`config.mk`:
```
export PLATFORM = sky130hd
export DESIGN_NAME = gb_cpu_interrupt_ctrl
export DESIGN_NICKNAME = d
export VERILOG_FILES = /design/src/rtl/gb_cpu_interrupt_ctrl.sv
export SDC_FILE = /design/constraint.sdc
export NUM_CORES = 1
export LEC_CHECK = 0
export CAP_MARGIN = 20
export CORE_MARGIN = 2
export CORE_UTILIZATION = 40
export CTS_BUF_LIST = sky130_fd_sc_hd__clkbuf_8
export DETAILED_ROUTE_END_ITERATION = 10
export HOLD_SLACK_MARGIN = 0.02
export MAX_ROUTING_LAYER = met4
export PLACE_DENSITY = 0.78
export SLEW_MARGIN = 30
export SYNTH_ARGS = -nofsm -noshare
export SYNTH_HDL_FRONTEND = slang
export SYNTH_SLANG_ARGS = --single-unit
```
`constraint.sdc`:
```
create_clock -name clk -period 4.71 [get_ports clk]
set_input_delay 0.7065 -clock clk [delete_from_list [all_inputs] [get_ports clk]]
set_output_delay 0.7065 -clock clk [all_outputs]
set_load 0.01 [all_outputs]
```
`src/rtl/gb_cpu_interrupt_ctrl.sv`:
```
// gb_cpu_interrupt_ctrl
// Interrupt controller sitting in front of the CPU scheduler. Holds the IE
// (0xFFFF) and IF (0xFF0F) registers, the three-state IME machine with the
// one-instruction EI delay, the dispatch vector latch and HALT wake-up.
//
// Build option:
//   GB_CPU_HALT_BUG_EN - when defined, adds output halt_bug, a one-cycle pulse
//                        raised after a HALT issued with IME not ON while an
//                        enabled interrupt is already flagged. It tells the
//                        fetch unit to suppress the next PC increment.
//                        When undefined the port does not exist.

module gb_cpu_interrupt_ctrl #(
    parameter int         NUM_IRQ     = 5,
    parameter logic [7:0] VECTOR_BASE = 8'h40
) (
    input  logic               clk,
    input  logic               reset,
    input  logic [NUM_IRQ-1:0] irq_req,
    input  logic               instr_boundary,
    input  logic               enable_interrupts,
    input  logic               disable_interrupts,
    input  logic               reti,
    input  logic               write_interrupt_vector,
    input  logic               clear_interrupt_flag,
    input  logic               halt_req,
    input  logic [15:0]        reg_addr,
    input  logic [7:0]         reg_wdata,
    input  logic               reg_wren,
    output logic [7:0]         reg_rdata,
    output logic               interrupt_queued,
    output logic [7:0]         int_vector,
    output logic               ime,
    output logic               halted,
`ifdef GB_CPU_HALT_BUG_EN
    output logic               halt_bug,
`endif
    output logic               wake
);

    // IME machine encoding; the spare code 2'b11 is recovered to OFF.
    localparam logic [1:0] IME_OFF     = 2'd0;
    localparam logic [1:0] IME_PENDING = 2'd1;
    localparam logic [1:0] IME_ON      = 2'd2;

    localparam logic [15:0] ADDR_IE = 16'hFFFF;
    localparam logic [15:0] ADDR_IF = 16'hFF0F;

    // Lowest set bit wins dispatch; returns 0 for an empty vector, so the
    // caller must qualify the result with an any-bit-set check.
    function automatic logic [2:0] lowest_set(input logic [NUM_IRQ-1:0] vec);
        logic [2:0] idx;
        logic       found;
        idx   = 3'd0;
        found = 1'b0;
        for (int i = 0; i < NUM_IRQ; i++) begin
            if (vec[i] && !found) begin
                idx   = 3'(i);
                found = 1'b1;
            end
        end
        return idx;
    endfunction

    // Architectural state
    logic [7:0]         ie_r;
    logic [NUM_IRQ-1:0] if_r;
    logic [1:0]         ime_state_r;
    logic [7:0]         int_vector_r;
    logic               latched_valid_r;
    logic [2:0]         latched_idx_r;
    logic               halted_r;
    logic               wake_r;

    // Combinational helpers
    logic [NUM_IRQ-1:0] pending_s;
    logic               any_pending_s;
    logic [2:0]         dispatch_idx_s;
    logic               ie_wr_s;
    logic               if_wr_s;
    logic [NUM_IRQ-1:0] clear_mask_s;
    logic [NUM_IRQ-1:0] if_base_s;
    logic [NUM_IRQ-1:0] if_next_s;
    logic [1:0]         ime_next_s;
    logic [7:0]         if_read_s;

    // Enabled-and-flagged sources plus the winning dispatch index.
    always_comb begin
        pending_s      = ie_r[NUM_IRQ-1:0] & if_r;
        any_pending_s  = |pending_s;
        dispatch_idx_s = lowest_set(pending_s);
    end

    // Register write decode and next IF value; a peripheral request is ORed
    // last so it beats a simultaneous CPU write or ISR clear of the same bit.
    always_comb begin
        ie_wr_s      = reg_wren && (reg_addr == ADDR_IE);
        if_wr_s      = reg_wren && (reg_addr == ADDR_IF);
        clear_mask_s = '0;
        if (clear_interrupt_flag && latched_valid_r) begin
            clear_mask_s[latched_idx_r] = 1'b1;
        end else begin
            clear_mask_s = '0;
        end
        if (if_wr_s) begin
            if_base_s = reg_wdata[NUM_IRQ-1:0];
        end else begin
            if_base_s = if_r;
        end
        if_next_s = (if_base_s & ~clear_mask_s) | irq_req;
    end

    // IME next state; ISR clear and DI dominate, then RETI, then EI, and a
    // pending EI only arms at a boundary that is not itself another EI.
    always_comb begin
        case (ime_state_r)
            IME_OFF, IME_PENDING, IME_ON: ime_next_s = ime_state_r;
            default:                      ime_next_s = IME_OFF;
        endcase
        if (clear_interrupt_flag) begin
            ime_next_s = IME_OFF;
        end else if (disable_interrupts) begin
            ime_next_s = IME_OFF;
        end else if (reti) begin
            ime_next_s = IME_ON;
        end else if (enable_interrupts) begin
            if (ime_state_r == IME_OFF) begin
                ime_next_s = IME_PENDING;
            end else begin
                ime_next_s = ime_next_s;
            end
        end else if ((ime_state_r == IME_PENDING) && instr_boundary) begin
            ime_next_s = IME_ON;
        end else begin
            ime_next_s = ime_next_s;
        end
    end

    // IE and IF register storage.
    always_ff @(posedge clk) begin
        if (!reset) begin
            ie_r <= 8'h00;
            if_r <= '0;
        end else begin
            if (ie_wr_s) begin
                ie_r <= reg_wdata;
            end else begin
                ie_r <= ie_r;
            end
            if_r <= if_next_s;
        end
    end

    // IME state register.
    always_ff @(posedge clk) begin
        if (!reset) begin
            ime_state_r <= IME_OFF;
        end else begin
            ime_state_r <= ime_next_s;
        end
    end

    // Dispatch latch: vector and source bit captured when the ISR asks; an
    // empty pending set yields vector 0 and no bit for the later clear.
    always_ff @(posedge clk) begin
        if (!reset) begin
            int_vector_r    <= 8'h00;
            latched_valid_r <= 1'b0;
            latched_idx_r   <= 3'd0;
        end else if (write_interrupt_vector) begin
            if (any_pending_s) begin
                int_vector_r    <= VECTOR_BASE + {2'b00, dispatch_idx_s, 3'b000};
                latched_valid_r <= 1'b1;
                latched_idx_r   <= dispatch_idx_s;
            end else begin
                int_vector_r    <= 8'h00;
                latched_valid_r <= 1'b0;
                latched_idx_r   <= 3'd0;
            end
        end else begin
            int_vector_r    <= int_vector_r;
            latched_valid_r <= latched_valid_r;
            latched_idx_r   <= latched_idx_r;
        end
    end

    // HALT tracking: wake fires once on exit, or right away when HALT is
    // issued with an enabled interrupt already flagged (CPU never sleeps).
    always_ff @(posedge clk) begin
        if (!reset) begin
            halted_r <= 1'b0;
            wake_r   <= 1'b0;
        end else if (halt_req) begin
            if (any_pending_s) begin
                halted_r <= 1'b0;
                wake_r   <= 1'b1;
            end else begin
                halted_r <= 1'b1;
                wake_r   <= 1'b0;
            end
        end else if (halted_r && any_pending_s) begin
            halted_r <= 1'b0;
            wake_r   <= 1'b1;
        end else begin
            halted_r <= halted_r;
            wake_r   <= 1'b0;
        end
    end

`ifdef GB_CPU_HALT_BUG_EN
    logic halt_bug_r;

    // HALT-bug pulse: HALT with IME not ON while an enabled flag is set.
    always_ff @(posedge clk) begin
        if (!reset) begin
            halt_bug_r <= 1'b0;
        end else begin
            halt_bug_r <= halt_req && (ime_state_r != IME_ON) && any_pending_s;
        end
    end

    assign halt_bug = halt_bug_r;
`endif

    // Register read mux; unused IF bits read back as ones.
    always_comb begin
        if_read_s                = 8'hFF;
        if_read_s[NUM_IRQ-1:0]   = if_r;
        if (reg_addr == ADDR_IE) begin
            reg_rdata = ie_r;
        end else if (reg_addr == ADDR_IF) begin
            reg_rdata = if_read_s;
        end else begin
            reg_rdata = 8'h00;
        end
    end

    // Scheduler-facing status; a PENDING EI never queues an interrupt.
    always_comb begin
        interrupt_queued = (ime_state_r == IME_ON) && any_pending_s;
        ime              = (ime_state_r == IME_ON);
        int_vector       = int_vector_r;
        halted           = halted_r;
        wake             = wake_r;
    end

endmodule

```
==> results.cfg <==
[floorplanning]
start_util_pct = 42.2
top_level_ports = 59
dieArea_mm2 = 0.00336
die_w_um = 57.9
rows = 19
core_mm2 = 0.00276
die_h_um = 57.9

[detailed_routing]
antenna_left = 0
drtIter0Drc = 71
drt_wl_total_um = 3580
via_count = 1308
dr.pass1.iters = 4
vias_per_cell = 5.87
drc_errors = 0
wire_per_inst_um = 16.0

[critical_path]
end_kind = output port
cp_max_fo = 8
worst_ep_arrival_time_ns = 3.21
cp.required_ns = 4.00
cp_num_buf_inv = 2
cp-startpoint = reg_addr[5]
slowest_delay_ns = 0.70
r2r-start = latched_idx_r[0]$_SDFFE_PN0P_
crit_top_cell = clkdlybuf4s50_1
path_cells = clkdlybuf4s50_1 > or4_4 > nor4_2 > a22o_1 > clkdlybuf4s50_1
setup.worst_path.start_class = input pin
slowest_stage = nor4_2
path_delay_family = simple AND/OR/NAND/NOR gates
path_class = input pin to output port

[cts]
post_cts_resized = 0
cts_tree = done
clkLatencyLatePin_ns = 0.26
cts-buffers-inserted = 3
clock_path_buffers = 2
cts_max_level = 1
clockRootBuffer = clkbuf_8
cts_setup_buffers = 0
cts_hold_buf = 0
cts.clk_slew.worst_paths_ns = 0.08
clkSinkCount = 21

[grt]
grt_usage_pct = 22.8
grt.overflow.total = 0
antenna_found_initial = 0
grt_pass1_vias = 1334
grt_max_degree = 18
grt_pass1_wl_um = 5810

[finish]
diodes = 0
syn2layout_area_growth_pct = 50.4
stdcell_count = 223
drive_gt1_share_pct = 5.73
fin_nets = 232

[timing]
slew_viol_final = 0
worst_slew_pin_slew_ns = 0.801
finalCriticalPeriod_ns = 3.92
slew_headroom_pct = 46.2
finalHoldViolations = 0
fmax_ghz = 0.255
fin_crit_sh_pct = 83.1
skew_ns = 0.00271
final-setup-viol-count = 0
fin_setup_tns_ns = 0
rsz0062_at_grt = false

[synth]
ys_types = 35
async_flop_share_pct = 0
yosys_warnings = 0
syn_avg_cell_area_um2 = 8.31
yosys_register_bits = 21
synth_edf_count = 0
netlist_instances = 140
synthFlopType = dfxtp_1
syn-cell-area_mm2 = 0.00116
ys_seq_area_share_pct = 36.1

[pwr]
switchingPower_mw = 0.0897
ir_drop_mv = 0.198
intPower_mw = 0.280
p_comb_share_pct = 17.0
seqPwrFrac_pct = 51.6
p_leak_nw = 0.667
p_per_area_mw_per_mm2 = 211
clkPwrFrac_pct = 31.4
finalPower_mw = 0.369
swShare_pct = 24.3

[place]
hpwl_um = 2820
gp_congestion = 0.839
dp_cells = 219
numPortBuffers = 54

[flow_run]
drv_cap = 0

[min_path]
hp-class = flop to flop
min-delay-start = ime_state_r[1]$_SDFF_PP0_

[status]
status = finished, final reports clean
path summary, 6_finish.rpt:
path | endpoint | slack, ns | depth (start not counted)
worst min-delay path | ime_state_r[0]$_SDFF_PP0_ | 0.46 | 1
worst min register to register | ime_state_r[0]$_SDFF_PP0_ | 0.46 | 1
worst max register to register | if_r[4]$_SDFF_PN0_ | 3.18 | 4
worst max-delay path | reg_rdata[0] | 0.79 | 5
cells in the mapped netlist, types with 2 or more instances:
cell type	instances	area share, %
dfxtp_1	21	36
a21oi_1	16	6.9
nand2_1	16	5.2
nand3_1	9	3.9
o21ai_0	9	3.9
a22o_1	5	3.8
buf_4	5	3.2
clkbuf_1	5	1.6
inv_1	4	1.3
nand4_1	4	2.2
nor2_1	4	1.3
nor2b_1	4	2.2
a211o_1	3	2.3
a21o_1	3	1.9
a221o_1	3	2.6
and3_1	3	1.6
a211oi_1	2	1.3
a22oi_1	2	1.3
a31oi_1	2	1.1
and4b_1	2	1.7
nor4_1	2	1.1
nor4_2	2	2.2
o311ai_2	2	2.8
cells in the final DEF (no fill, tap or decap), types with 2 or more instances in the layout:
cell,n
nor2_1,4
nand2_1,16
nand4_1,4
a22o_1,5
o311ai_2,2
inv_1,5
nor4_2,2
o21ai_0,9
a21oi_1,16
nor4_1,2
a22oi_1,2
dfxtp_1,21
and3_1,3
a31oi_1,2
conb_1,4
a21o_1,3
a211o_1,3
clkdlybuf4s50_1,54
nor2b_1,4
nand3_1,9
a211oi_1,2
and4b_1,2
clkbuf_8,3
a221o_1,3
stage by stage:
| step | utilization, % | setup WS, ns | hold slack [ns] | instance area, µm² |
|---|---|---|---|---|
| final | 63.5 | 0.794 | 0.458 | 1750 |
| after detailed placement | 61.8 | 0.824 | 0.456 | 1710 |
| after CTS | 63.5 | 0.820 | 0.461 | 1750 |
| after global placement | 61.8 | 0.848 | 0.426 | 1710 |
| after floorplan | - | 1.93 | 0.414 | 1170 |
| after global routing | 63.5 | 0.729 | 0.509 | 1750 |
logic make-up (layout without fill, tap and decap cells):
| group | Yosys count | count (layout) | share of synthesized area (%) |
|---|---|---|---|
| flops | 21 | 21 | 36.1 |
| simple gates | 55 | 55 | 28.2 |
| compound gates | 49 | 49 | 29.2 |
| other cells | 1 | 4 | 0.322 |
| buf+inv | 14 | 63 | 6.13 |
power groups by stage:
stage / clock (mW) / combinational, mW / sequential (mW)
after floorplan: 0 / 0.0249 / 0.191
after global placement: 0 / 0.0607 / 0.194
after detailed placement: 0 / 0.0624 / 0.194
after CTS: 0.117 / 0.0626 / 0.190
after global routing: 0.124 / 0.0681 / 0.191
final: 0.116 / 0.0627 / 0.191
layout make-up:
type | instances | area (µm²)
tap | 31 | 38.8
timing repair buffer | 55 | 548
sequential | 21 | 420
clock inverter | 1 | 3.75
clock buffer | 3 | 41.3
inverter | 4 | 15.0
fill | 243 | 1010
multi-input combinational | 108 | 683
layer usage:
metal  part of all wire, %  track usage (%)
met1                    39             27.0
met2                    51             38.6
met3                   8.7             5.36
met5                     0                -
met4                  0.87             6.64
registers in the layout, indices dropped and copies added, names as in the netlist:
name / cells
latched_idx_r: 2
int_vector: 2
if_r: 5
ime_state_r: 2
wake: 1
ie_r: 8
halted: 1
Power figures use the tool's default switching activity.
